===== src/rtl/eth_output_comp_avlstrm_pkg.sv =====
// Shared types for the Ethernet output composer: metadata, packet-buffer flit and
// the output FIFO entry.
package eth_output_comp_avlstrm_pkg;

  localparam int unsigned PKT_AWIDTH    = 8;
  localparam int unsigned FLIT_IDX_W    = 6;
  localparam int unsigned PKTBUF_AWIDTH = PKT_AWIDTH + FLIT_IDX_W;
  localparam int unsigned ETH_DW        = 512;
  localparam int unsigned ETH_EW        = 6;

  typedef struct packed {
    logic [PKT_AWIDTH-1:0] pkt_id;
    logic [FLIT_IDX_W-1:0] flits;
  } metadata_t;

  localparam int unsigned META_WIDTH = $bits(metadata_t);

  typedef struct packed {
    logic [ETH_DW-1:0] data;
    logic [ETH_EW-1:0] empty;
  } flit_t;

  typedef struct packed {
    logic  sop;
    logic  eop;
    flit_t flit;
  } out_entry_t;

  // A zero flit count means a single-flit packet.
  function automatic logic [FLIT_IDX_W-1:0] last_flit_idx(input logic [FLIT_IDX_W-1:0] flits);
    return (flits == '0) ? '0 : flits - 1'b1;
  endfunction

endpackage


===== src/rtl/eth_out_flit_fifo.sv =====
// Synchronous first-word-fall-through FIFO with occupancy count; pointers wrap
// modulo Depth, which must be a power of two.
module eth_out_flit_fifo #(
  parameter int unsigned Width = 8,
  parameter int unsigned Depth = 8
) (
  input  logic                       clk_i,
  input  logic                       rst_i,
  input  logic                       push_i,
  input  logic [Width-1:0]           wdata_i,
  input  logic                       pop_i,
  output logic [Width-1:0]           rdata_o,
  output logic                       empty_o,
  output logic [$clog2(Depth):0]     count_o
);

  localparam int unsigned PtrW = $clog2(Depth);
  localparam int unsigned CntW = PtrW + 1;

  logic [Width-1:0] mem_q [Depth];
  logic [PtrW-1:0]  wptr_q, wptr_d;
  logic [PtrW-1:0]  rptr_q, rptr_d;
  logic [CntW-1:0]  count_q, count_d;
  logic             do_pop;

  always_comb begin
    do_pop  = pop_i && (count_q != '0);
    wptr_d  = wptr_q;
    rptr_d  = rptr_q;
    count_d = count_q;
    if (push_i) wptr_d = wptr_q + 1'b1;
    if (do_pop) rptr_d = rptr_q + 1'b1;
    case ({push_i, do_pop})
      2'b10:   count_d = count_q + 1'b1;
      2'b01:   count_d = count_q - 1'b1;
      default: count_d = count_q;
    endcase
  end

  always_ff @(posedge clk_i) begin
    if (rst_i) begin
      wptr_q  <= '0;
      rptr_q  <= '0;
      count_q <= '0;
    end else begin
      wptr_q  <= wptr_d;
      rptr_q  <= rptr_d;
      count_q <= count_d;
    end
  end

  always_ff @(posedge clk_i) begin
    if (push_i) mem_q[wptr_q] <= wdata_i;
  end

  assign rdata_o = mem_q[rptr_q];
  assign empty_o = (count_q == '0);
  assign count_o = count_q;

  assert property (@(posedge clk_i) disable iff (rst_i)
    !(push_i && (count_q == CntW'(Depth))))
    else $error("eth_out_flit_fifo: push while full");

endmodule


===== src/rtl/eth_output_comp_avlstrm.sv =====
// Reads packet flits from the packet buffer under FIFO credit, streams them as
// Avalon-ST beats and returns the packet id to the empty list.
// Optional statistics counters: define ETH_OUTPUT_COMP_STATS_EN.
module eth_output_comp_avlstrm
  import eth_output_comp_avlstrm_pkg::*;
#(
  parameter int unsigned READ_LATENCY = 2,
  parameter int unsigned FIFO_DEPTH   = 8
) (
  input  logic                     Clk,
  input  logic                     Rst,
  input  logic                     in_meta_valid,
  output logic                     in_meta_ready,
  input  logic [META_WIDTH-1:0]    in_meta_data,
  output logic [PKTBUF_AWIDTH-1:0] pkt_buffer_readaddress,
  output logic                     pkt_buffer_read,
  input  logic                     pkt_buffer_readvalid,
  input  flit_t                    pkt_buffer_readdata,
  output logic [511:0]             eth_data,
  output logic                     eth_sop,
  output logic                     eth_eop,
  output logic                     eth_valid,
  output logic [5:0]               eth_empty,
  input  logic                     eth_ready,
  output logic                     emptylist_valid,
  output logic [PKT_AWIDTH-1:0]    emptylist_data,
  input  logic                     emptylist_ready
`ifdef ETH_OUTPUT_COMP_STATS_EN
  ,
  output logic [31:0]              stats_out_pkt,
  output logic [31:0]              stats_out_flit
`endif
);

  typedef enum logic [1:0] {StIdle, StRead, StWaitLast, StRelease} state_e;

  localparam int unsigned CntW  = $clog2(FIFO_DEPTH) + 1;
  localparam int unsigned SumW  = CntW + 1;
  localparam int unsigned DiscW = $clog2(READ_LATENCY + 1);

  state_e                state_q, state_d;
  logic [PKT_AWIDTH-1:0] pkt_id_q, pkt_id_d;
  logic [FLIT_IDX_W-1:0] last_idx_q, last_idx_d;
  logic [FLIT_IDX_W-1:0] rd_idx_q, rd_idx_d;
  logic [FLIT_IDX_W-1:0] push_idx_q, push_idx_d;
  logic [CntW-1:0]       inflight_q, inflight_d;
  logic [DiscW-1:0]      discard_q, discard_d;

  metadata_t             meta;
  out_entry_t            push_entry;
  out_entry_t            head;
  logic [CntW-1:0]       fifo_count;
  logic                  fifo_empty;
  logic                  credit;
  logic                  rd_issue;
  logic                  rd_accept;
  logic                  meta_accept;
  logic                  pop;

  assign meta        = metadata_t'(in_meta_data);
  assign credit      = (SumW'(inflight_q) + SumW'(fifo_count)) < SumW'(FIFO_DEPTH);
  assign rd_issue    = (state_q == StRead) && credit && !Rst;
  // Returns with nothing outstanding (stale reads from before a reset) are dropped.
  assign rd_accept   = pkt_buffer_readvalid && (inflight_q != '0) && !Rst;
  assign meta_accept = in_meta_ready && in_meta_valid;
  assign pop         = eth_valid && eth_ready;

  always_comb begin
    push_entry.sop  = (push_idx_q == '0);
    push_entry.eop  = (push_idx_q == last_idx_q);
    push_entry.flit = pkt_buffer_readdata;
  end

  always_comb begin
    state_d    = state_q;
    pkt_id_d   = pkt_id_q;
    last_idx_d = last_idx_q;
    rd_idx_d   = rd_idx_q;
    push_idx_d = rd_accept ? push_idx_q + 1'b1 : push_idx_q;
    unique case (state_q)
      StIdle: begin
        if (meta_accept) begin
          pkt_id_d   = meta.pkt_id;
          last_idx_d = last_flit_idx(meta.flits);
          rd_idx_d   = '0;
          push_idx_d = '0;
          state_d    = StRead;
        end
      end
      StRead: begin
        if (rd_issue) begin
          rd_idx_d = rd_idx_q + 1'b1;
          if (rd_idx_q == last_idx_q) state_d = StWaitLast;
        end
      end
      StWaitLast: begin
        if (rd_accept && (push_idx_q == last_idx_q)) state_d = StRelease;
      end
      StRelease: begin
        if (emptylist_ready) state_d = StIdle;
      end
      default: state_d = StIdle;
    endcase
  end

  always_comb begin
    inflight_d = inflight_q;
    if (rd_issue && !rd_accept) begin
      inflight_d = inflight_q + 1'b1;
    end else if (!rd_issue && rd_accept) begin
      inflight_d = inflight_q - 1'b1;
    end
    discard_d = (discard_q != '0) ? discard_q - 1'b1 : discard_q;
  end

  always_ff @(posedge Clk) begin
    if (Rst) begin
      state_q    <= StIdle;
      pkt_id_q   <= '0;
      last_idx_q <= '0;
      rd_idx_q   <= '0;
      push_idx_q <= '0;
      inflight_q <= '0;
      discard_q  <= DiscW'(READ_LATENCY);
    end else begin
      state_q    <= state_d;
      pkt_id_q   <= pkt_id_d;
      last_idx_q <= last_idx_d;
      rd_idx_q   <= rd_idx_d;
      push_idx_q <= push_idx_d;
      inflight_q <= inflight_d;
      discard_q  <= discard_d;
    end
  end

  eth_out_flit_fifo #(
    .Width ($bits(out_entry_t)),
    .Depth (FIFO_DEPTH)
  ) u_fifo (
    .clk_i   (Clk),
    .rst_i   (Rst),
    .push_i  (rd_accept),
    .wdata_i (push_entry),
    .pop_i   (pop),
    .rdata_o (head),
    .empty_o (fifo_empty),
    .count_o (fifo_count)
  );

  always_comb begin
    // Metadata is held off until reads issued before a reset can no longer return,
    // so a stale return is never counted against a new packet.
    in_meta_ready          = (state_q == StIdle) && (discard_q == '0) && !Rst;
    pkt_buffer_read        = rd_issue;
    pkt_buffer_readaddress = Rst ? '0 : {pkt_id_q, rd_idx_q};
    eth_valid              = !fifo_empty && !Rst;
    eth_data               = eth_valid ? head.flit.data : '0;
    eth_sop                = eth_valid && head.sop;
    eth_eop                = eth_valid && head.eop;
    eth_empty              = (eth_valid && head.eop) ? head.flit.empty : '0;
    emptylist_valid        = (state_q == StRelease) && !Rst;
    emptylist_data         = Rst ? '0 : pkt_id_q;
  end

`ifdef ETH_OUTPUT_COMP_STATS_EN
  logic [31:0] stats_pkt_q, stats_pkt_d;
  logic [31:0] stats_flit_q, stats_flit_d;

  always_comb begin
    stats_pkt_d  = stats_pkt_q + 32'(pop && eth_eop);
    stats_flit_d = stats_flit_q + 32'(pop);
  end

  always_ff @(posedge Clk) begin
    if (Rst) begin
      stats_pkt_q  <= '0;
      stats_flit_q <= '0;
    end else begin
      stats_pkt_q  <= stats_pkt_d;
      stats_flit_q <= stats_flit_d;
    end
  end

  assign stats_out_pkt  = stats_pkt_q;
  assign stats_out_flit = stats_flit_q;
`endif

  assert property (@(posedge Clk) disable iff (Rst)
    !(pkt_buffer_readvalid && (inflight_q == '0) && (discard_q == '0)))
    else $error("eth_output_comp_avlstrm: readvalid with no read in flight");

endmodule


===== config.mk =====
export PLATFORM = sky130hd
export DESIGN_NAME = eth_output_comp_avlstrm
export DESIGN_NICKNAME = d
export VERILOG_FILES = /design/src/rtl/eth_output_comp_avlstrm_pkg.sv /design/src/rtl/eth_out_flit_fifo.sv /design/src/rtl/eth_output_comp_avlstrm.sv
export SDC_FILE = /design/constraint.sdc
export NUM_CORES = 2
export LEC_CHECK = 0
export ABC_CLOCK_PERIOD_IN_PS = 135200
export BUFFER_PORTS_ARGS = -buffer_cell sky130_fd_sc_hd__buf_2
export CORE_MARGIN = 4
export CORE_UTILIZATION = 25
export CTS_CLUSTER_SIZE = 40
export DETAILED_ROUTE_END_ITERATION = 10
export GPL_ROUTABILITY_DRIVEN = 0
export HOLD_SLACK_MARGIN = 0.1
export PLACE_DENSITY_LB_ADDON = 0.05
export SYNTH_ARGS = -nofsm -noshare
export SYNTH_HDL_FRONTEND = slang
export SYNTH_MEMORY_MAX_BITS = 65536
export SYNTH_SLANG_ARGS = --single-unit

===== constraint.sdc =====
create_clock -name Clk -period 135.2 [get_ports Clk]
set_input_delay 13.52 -clock Clk [delete_from_list [all_inputs] [get_ports Clk]]
set_output_delay 13.52 -clock Clk [all_outputs]
set_load 0.05 [all_outputs]

# Yosys cells after proc, flatten, opt, wreduce, memory -nomap -nowiden
# Memories as Yosys holds them, arrays and structs flattened. A register that Yosys moved wholly into a read port is not among the register bits.
# Cells that the tools add are included.
word_totals:
  register_bits: 44
  latch_bits: 0
  ramBits: 4160
  mem_bits_ro: 0
  in_bits: 538
  out_inout_bits: 546
  elab_cells: 93
  n_memories: 1
op_classes:
  addsub: 11
  mul: 0
  div_mod_pow: 0
  order_cmp: 1
  eq_ne: 12
  n_shift: 0
  mux: 24
  n_bitwise: 0
  reduce_logical: 34
mem_list:
  columns: ["memory", "words", "width", "read_ports", "rd_ports_with_merged_regs", "write_ports", "line", "rtl"]
  rows:
  - ["u_fifo.mem_q", 8, 520, 1, 1, 1, "eth_out_flit_fifo.sv:20", "logic [Width-1:0] mem_q [Depth];"]
op_table:
  columns: ["operator", "n"]
  rows:
  - ["512-bit 2-to-1 mux", 1]
  - ["6-bit 2-to-1 mux", 7]
  - ["1-bit logical AND", 16]
  - ["14-bit 2-to-1 mux", 1]
  - ["6-bit by 1-bit adder with 6-bit output (second input constant)", 2]
  - ["6-bit == test", 2]
  - ["6-bit zero test", 2]
  - ["6-bit one-hot mux with 2 select lines", 1]
  - ["2-bit 2-to-1 mux", 5]
  - ["4-bit by 1-bit adder with 4-bit output (second input constant)", 2]
  - ["4-bit 2-to-1 mux", 2]
  - ["8-bit 2-to-1 mux", 1]
  - ["2-bit != test (second input constant)", 4]
  - ["2-bit one-hot mux with 4 select lines", 1]
  - ["4-bit one-hot mux with 2 select lines", 1]
  - ["2-bit nonzero test", 4]
  - ["4-bit nonzero test", 2]
  - ["4-bit by 1-bit subtractor with 4-bit output (second input constant)", 2]
  - ["3-bit by 1-bit adder with 3-bit output (second input constant)", 2]
  - ["2-bit == test (second input constant)", 3]
  - ["3-bit 2-to-1 mux", 2]
  - ["6-bit by 1-bit subtractor with 6-bit output (second input constant)", 1]
  - ["4-bit by 4-bit adder with 5-bit output", 1]
  - ["5-bit by 4-bit less-than comparator with 1-bit output (second input constant)", 1]
  - ["10 further kinds", 16]

# Longest topological paths before layout
depth:
  ltp_word: 8
  ltp_mapped: 13
  mapped_depth_nobuf: 12

# By module
# A second synthesis with hierarchy kept.
hier_totals:
  cells_unflattened: 6888
  area_unflattened_um2: 162111.7
modules_own_cells:
  columns: ["module", "instances", "cells_each", "area_each_um2", "seq_area_each_um2"]
  rows:
  - ["eth_out_flit_fifo", 1, 6082, 156487.6, 125180.1]
  - ["eth_output_comp_avlstrm", 1, 806, 5624.1, 680.7]

# Worst setup path after synthesis
# OpenSTA, ideal clock, no wires.
synth_timing:
  kind: "input-to-reg"
  start: "in pkt_buffer_readvalid"
  end: "mem u_fifo.mem_q[0][0] in the netlist's numbering (enable)"
  setup_time_ps: 2672
  arrival_ps: 62621
  t_required_ps: 132528
  path_slack_ps: 69907
  stages: 4
  path_buffers: 0
  path_cell_list: "o41ai_4 > nor2_4 > inv_2 > nor4_1"
synth_between:
  elab_chain_len: 4
synth_lines:
  columns: ["item", "line", "rtl"]
  rows:
  - ["start, declared", "eth_output_comp_avlstrm.sv:17", "input logic pkt_buffer_readvalid,"]
  - ["1-bit logical AND (2 in a row)", "eth_output_comp_avlstrm.sv:64", "assign rd_accept = pkt_buffer_readvalid && (inflight_q != '0) && !Rst;"]
  - ["1-bit 2-to-1 mux", "eth_out_flit_fifo.sv:53", "if (push_i) mem_q[wptr_q] <= wdata_i;"]
  - ["1-bit 2-to-1 mux (not written as such)", "eth_out_flit_fifo.sv:53", null]
  - ["end, declared", "eth_out_flit_fifo.sv:20", null]
# No other way between the ends.

# Final worst setup path
layout_timing:
  start: "in Rst"
  end: "out eth_data[136]"
layout_between:
  elab_chain_len: 3
layout_lines:
  columns: ["item", "line", "rtl"]
  rows:
  - ["start, declared", "eth_output_comp_avlstrm.sv:11", "input logic Rst,"]
  - ["1-bit zero test", "eth_output_comp_avlstrm.sv:156", "eth_valid = !fifo_empty && !Rst;"]
  - ["1-bit logical AND", "eth_output_comp_avlstrm.sv:156", null]
  - ["512-bit 2-to-1 mux", "eth_output_comp_avlstrm.sv:157", "eth_data = eth_valid ? head.flit.data : '0;"]
  - ["end, declared", "eth_output_comp_avlstrm.sv:19", "output logic [511:0] eth_data,"]
# No other way between the ends.

==> reports/summary.md <==
Setup repair after global routing left no endpoint under its margin. In this design, the stage delay of the slowest critical-path cell is 0.71 ns. The transition time of the tightest slew-check pin works out to 1.16 ns. The total number of clock tree sinks came out at 4207. After synthesis, the largest family of logic cells by area is multiplexers.

The initial standard-cell utilization of the core is 0.251, and the number of cells produced by synthesis is 6901. The die is 808 um tall. The average cell area after synthesis is 23.2 um^2. The critical path is of the input port to primary output type. The area share of the leading cell type in the synthesized netlist was 0.780.

Row count: 293. The clock slew at the register clock pins of the worst setup and hold paths is 0.05 ns, and the final critical delay including setup and external delays is 31.14 ns. Clock skew: 0.0484 ns. The tools report the overall fraction of global-route tracks in use as 0.143.

The most frequently used flop master after synthesis is edfxtp_1. At the end of the flow, the number of nets in the layout was 8890. Using the TritonRoute via totals, the vias-per-cell ratio works out to 4.38. Share of synthesized area occupied by flip-flops and latches: 0.786. Synthesis instantiated 43 different standard cells from the library. TritonCTS built the clock tree. In this run the post-CTS setup repair buffer count came out at 0. In this run, the number of DRC markers left after iteration 0 of detailed routing was 5123. For the worst setup path, the data required time is 121.68 ns. The commonest non-fill, non-tap cell in the layout is edfxtp_1.

Final max-slew violation count: 0. Max-cap violations in this run came to 0. The die outline width is 808 um. For the maximum ir drop on the vdd rail, the log shows 0.0125 mV. In this run the worst path has a maximum fanout of 91. Element type at the critical path start: an input port.

For the final hold slack, the log shows 0.478 ns. For the sum of negative setup slack, the log shows 0 ns. Summing over every cut layer, the via total after detailed routing is 75400.

The top cell types in the final layout, fill and taps aside, are edfxtp_1, buf_2, mux4_2, nor2_1, clkbuf_16. For the final wirelength, the log shows 482000 um. Entering global routing, the biggest net connects 129 pins. Simple-gate portion of the synthesized area: 0.0162. The post-synthesis compound-gate area fraction came out at 0.00141. In this run the static leakage power is 59.3 nW.

Setup violations remaining at the end of the flow were counted as 0. After detailed routing, the number of remaining DRC violations is 0. Fraction of layout instances using a drive strength above 1: 0.340.

I/O pin count: 1084. In this run the deepest clock path goes through 4 buffers. Arrival time at the worst endpoint: 17.62 ns. Counting stages on the worst path, the most repeated cell is buf_4. The netlist area before placement was 160000 um^2.

For this run, the top clock speed supported by timing is 32.1 MHz. The tools report the number of antenna violations at the first check in global routing as 319. The post-synthesis xor/xnor area fraction was 0.00202. After detailed routing, the average wire length per cell comes to 28.0 um.

The power per cell area is 16.8 nW/um^2. The run finished with clean final reports. Global routing finished with a remaining overflow of 0. The fraction of synthesized area in multiplexers was 0.179; the CTS H-tree depth was 6.

The core region is 638000 um^2. The number of optimization iterations in the first detailed-route pass was 5. After clock tree synthesis, the flow added hold-fix buffers numbering 0.

The estimated wirelength of the detail-placed design is 295000 um. The count of nets left with antenna violations once routing finished came out at 0. The clock latency reported for the late side of the worst-skew pair was 1.01 ns; the share of async-settable or async-resettable flops after synthesis was 0. Final-report hold violation count: 0. The worst setup path is captured at a primary output.

The tightest min-delay check is of the flop to flop type. The layout overhead on the synthesized area came out at 19.7%. Number of input and output port buffers inserted: 1083. Slowest stage cell on the critical path: buf_4. The number of gates resized after CTS was 0; the count of state elements after synthesis was 4207. For the net count after synthesis, the log shows 7463. Traced cell by cell, the critical path runs through buf_2, buf_4, or2_4, buf_4, buf_4, buf_4, buf_4, nor2_1, buf_2.

For the number of global-route vias before repair, the log shows 80100. The warning count from the yosys run was 0; the total CTS buffers was 523. The biggest area contributor in the post-synthesis netlist is edfxtp_1. The die covers 654000 um^2. The adder and majority gate portion of the synthesized area was 0.00197; the normalized max-slew margin was 0.230.

The final critical-path share of the clock period was 0.230; the count of flip-flops with a built-in enable after synthesis was 4160. The run gives 667000 um as the global-route wire length before repair. By area the synthesized netlist is led by edfxtp_1, mux4_2, mux2i_1. Clock tree synthesis selected as its root buffer the cell clkbuf_16.
==> final cells by class <==
type	instances	area, um^2
multi-input cells	2312	32200
well taps	8407	10500
diodes	66	165
fillers	61900	446000
flip-flops and latches	4207	126000
repair buffers	1264	6990
clock buffers	723	14100
inverters	20	75.1
clock inverters	208	1810
==> through the flow <==
stage | worst slack (ns) | instance area (um^2) | total power, W | cells | utilization
floorplan | 69.91 | 160000 | 0.00187 | 6901 | -
global placement | 104.10 | 176000 | 0.00195 | 16200 | 0.276
detailed placement | 103.97 | 176000 | 0.00195 | 16200 | 0.276
CTS | 103.96 | 192000 | 0.00329 | 17100 | 0.301
global route | 103.65 | 192000 | 0.00336 | 17200 | 0.301
finish | 104.06 | 192000 | 0.00321 | 17200 | 0.301
==> cells by family after synthesis <==
kind of cell / Yosys count
muxes: 1565
AOI/OAI and AO/OA: 30
xor gates and xnor gates: 37
buffers and inverters: 382
and+or+nand+nor: 656
adders and majority gates: 24
DFF: 4207
==> registers in the layout, indices dropped and copies added (netlist names), named ones only <==
register / count
discard_q: 2
inflight_q: 4
last_idx_q: 6
pkt_id_q: 8
push_idx_q: 6
rd_idx_q: 6
state_q: 2
u_fifo.count_o: 4
u_fifo.mem_q: 4160
u_fifo.rptr_q: 3
u_fifo.wptr_q: 3
==> cells in the mapped netlist (7+ instances only) <==
master    number
clkbuf_1     115
mux4_2      1040
nand3_1        8
buf_1         15
inv_1         19
nor2_1       559
buf_4          8
buf_6         70
ha_1          22
edfxtp_1    4160
xnor2_1       18
dfxtp_1       47
nor2b_1       16
buf_2        154
mux2i_1      524
nand4_1        7
nand2_1       40
a21oi_1        9
xor2_1        19
==> worst paths after layout <==
check,slack (ns),end,startpoint,cells past startpoint
max,104.06,eth_data[136],Rst,9
max reg2reg,128.76,u_fifo.mem_q[7][68]$_DFFE_PP_,inflight_q[1]$_SDFFE_PP0P_,10
min reg2reg,0.48,flop,u_fifo.rptr_q[1]$_SDFFE_PP0P_,2
min,0.48,flop,u_fifo.rptr_q[1]$_SDFFE_PP0P_,2
==> worst max-delay path, delay by kind of cell <==
kind                   cells  cell delay [ns]
buffers and inverters      7             3.02
and+or+nand+nor            2             0.78
==> where the power goes <==
part / internal, W / leakage (nW) / switching [W]
clock: 0.000762 / 7.71 / 0.000544
combinational: 0.000124 / 13.8 / 0.000286
sequential: 0.00148 / 37.8 / 0.0000110
==> routing by layer <==
metal / routed length [um] / global-route usage / vias to the layer above
li1: - / - / 31800
met1: 204000 / 0.185 / 40400
met2: 232000 / 0.236 / 2031
met3: 31800 / 0.0396 / 987
met4: 13800 / 0.0412 / 162
met5: 1020 / 0 / -
No activity file was read; power rests on OpenSTA's default activity.
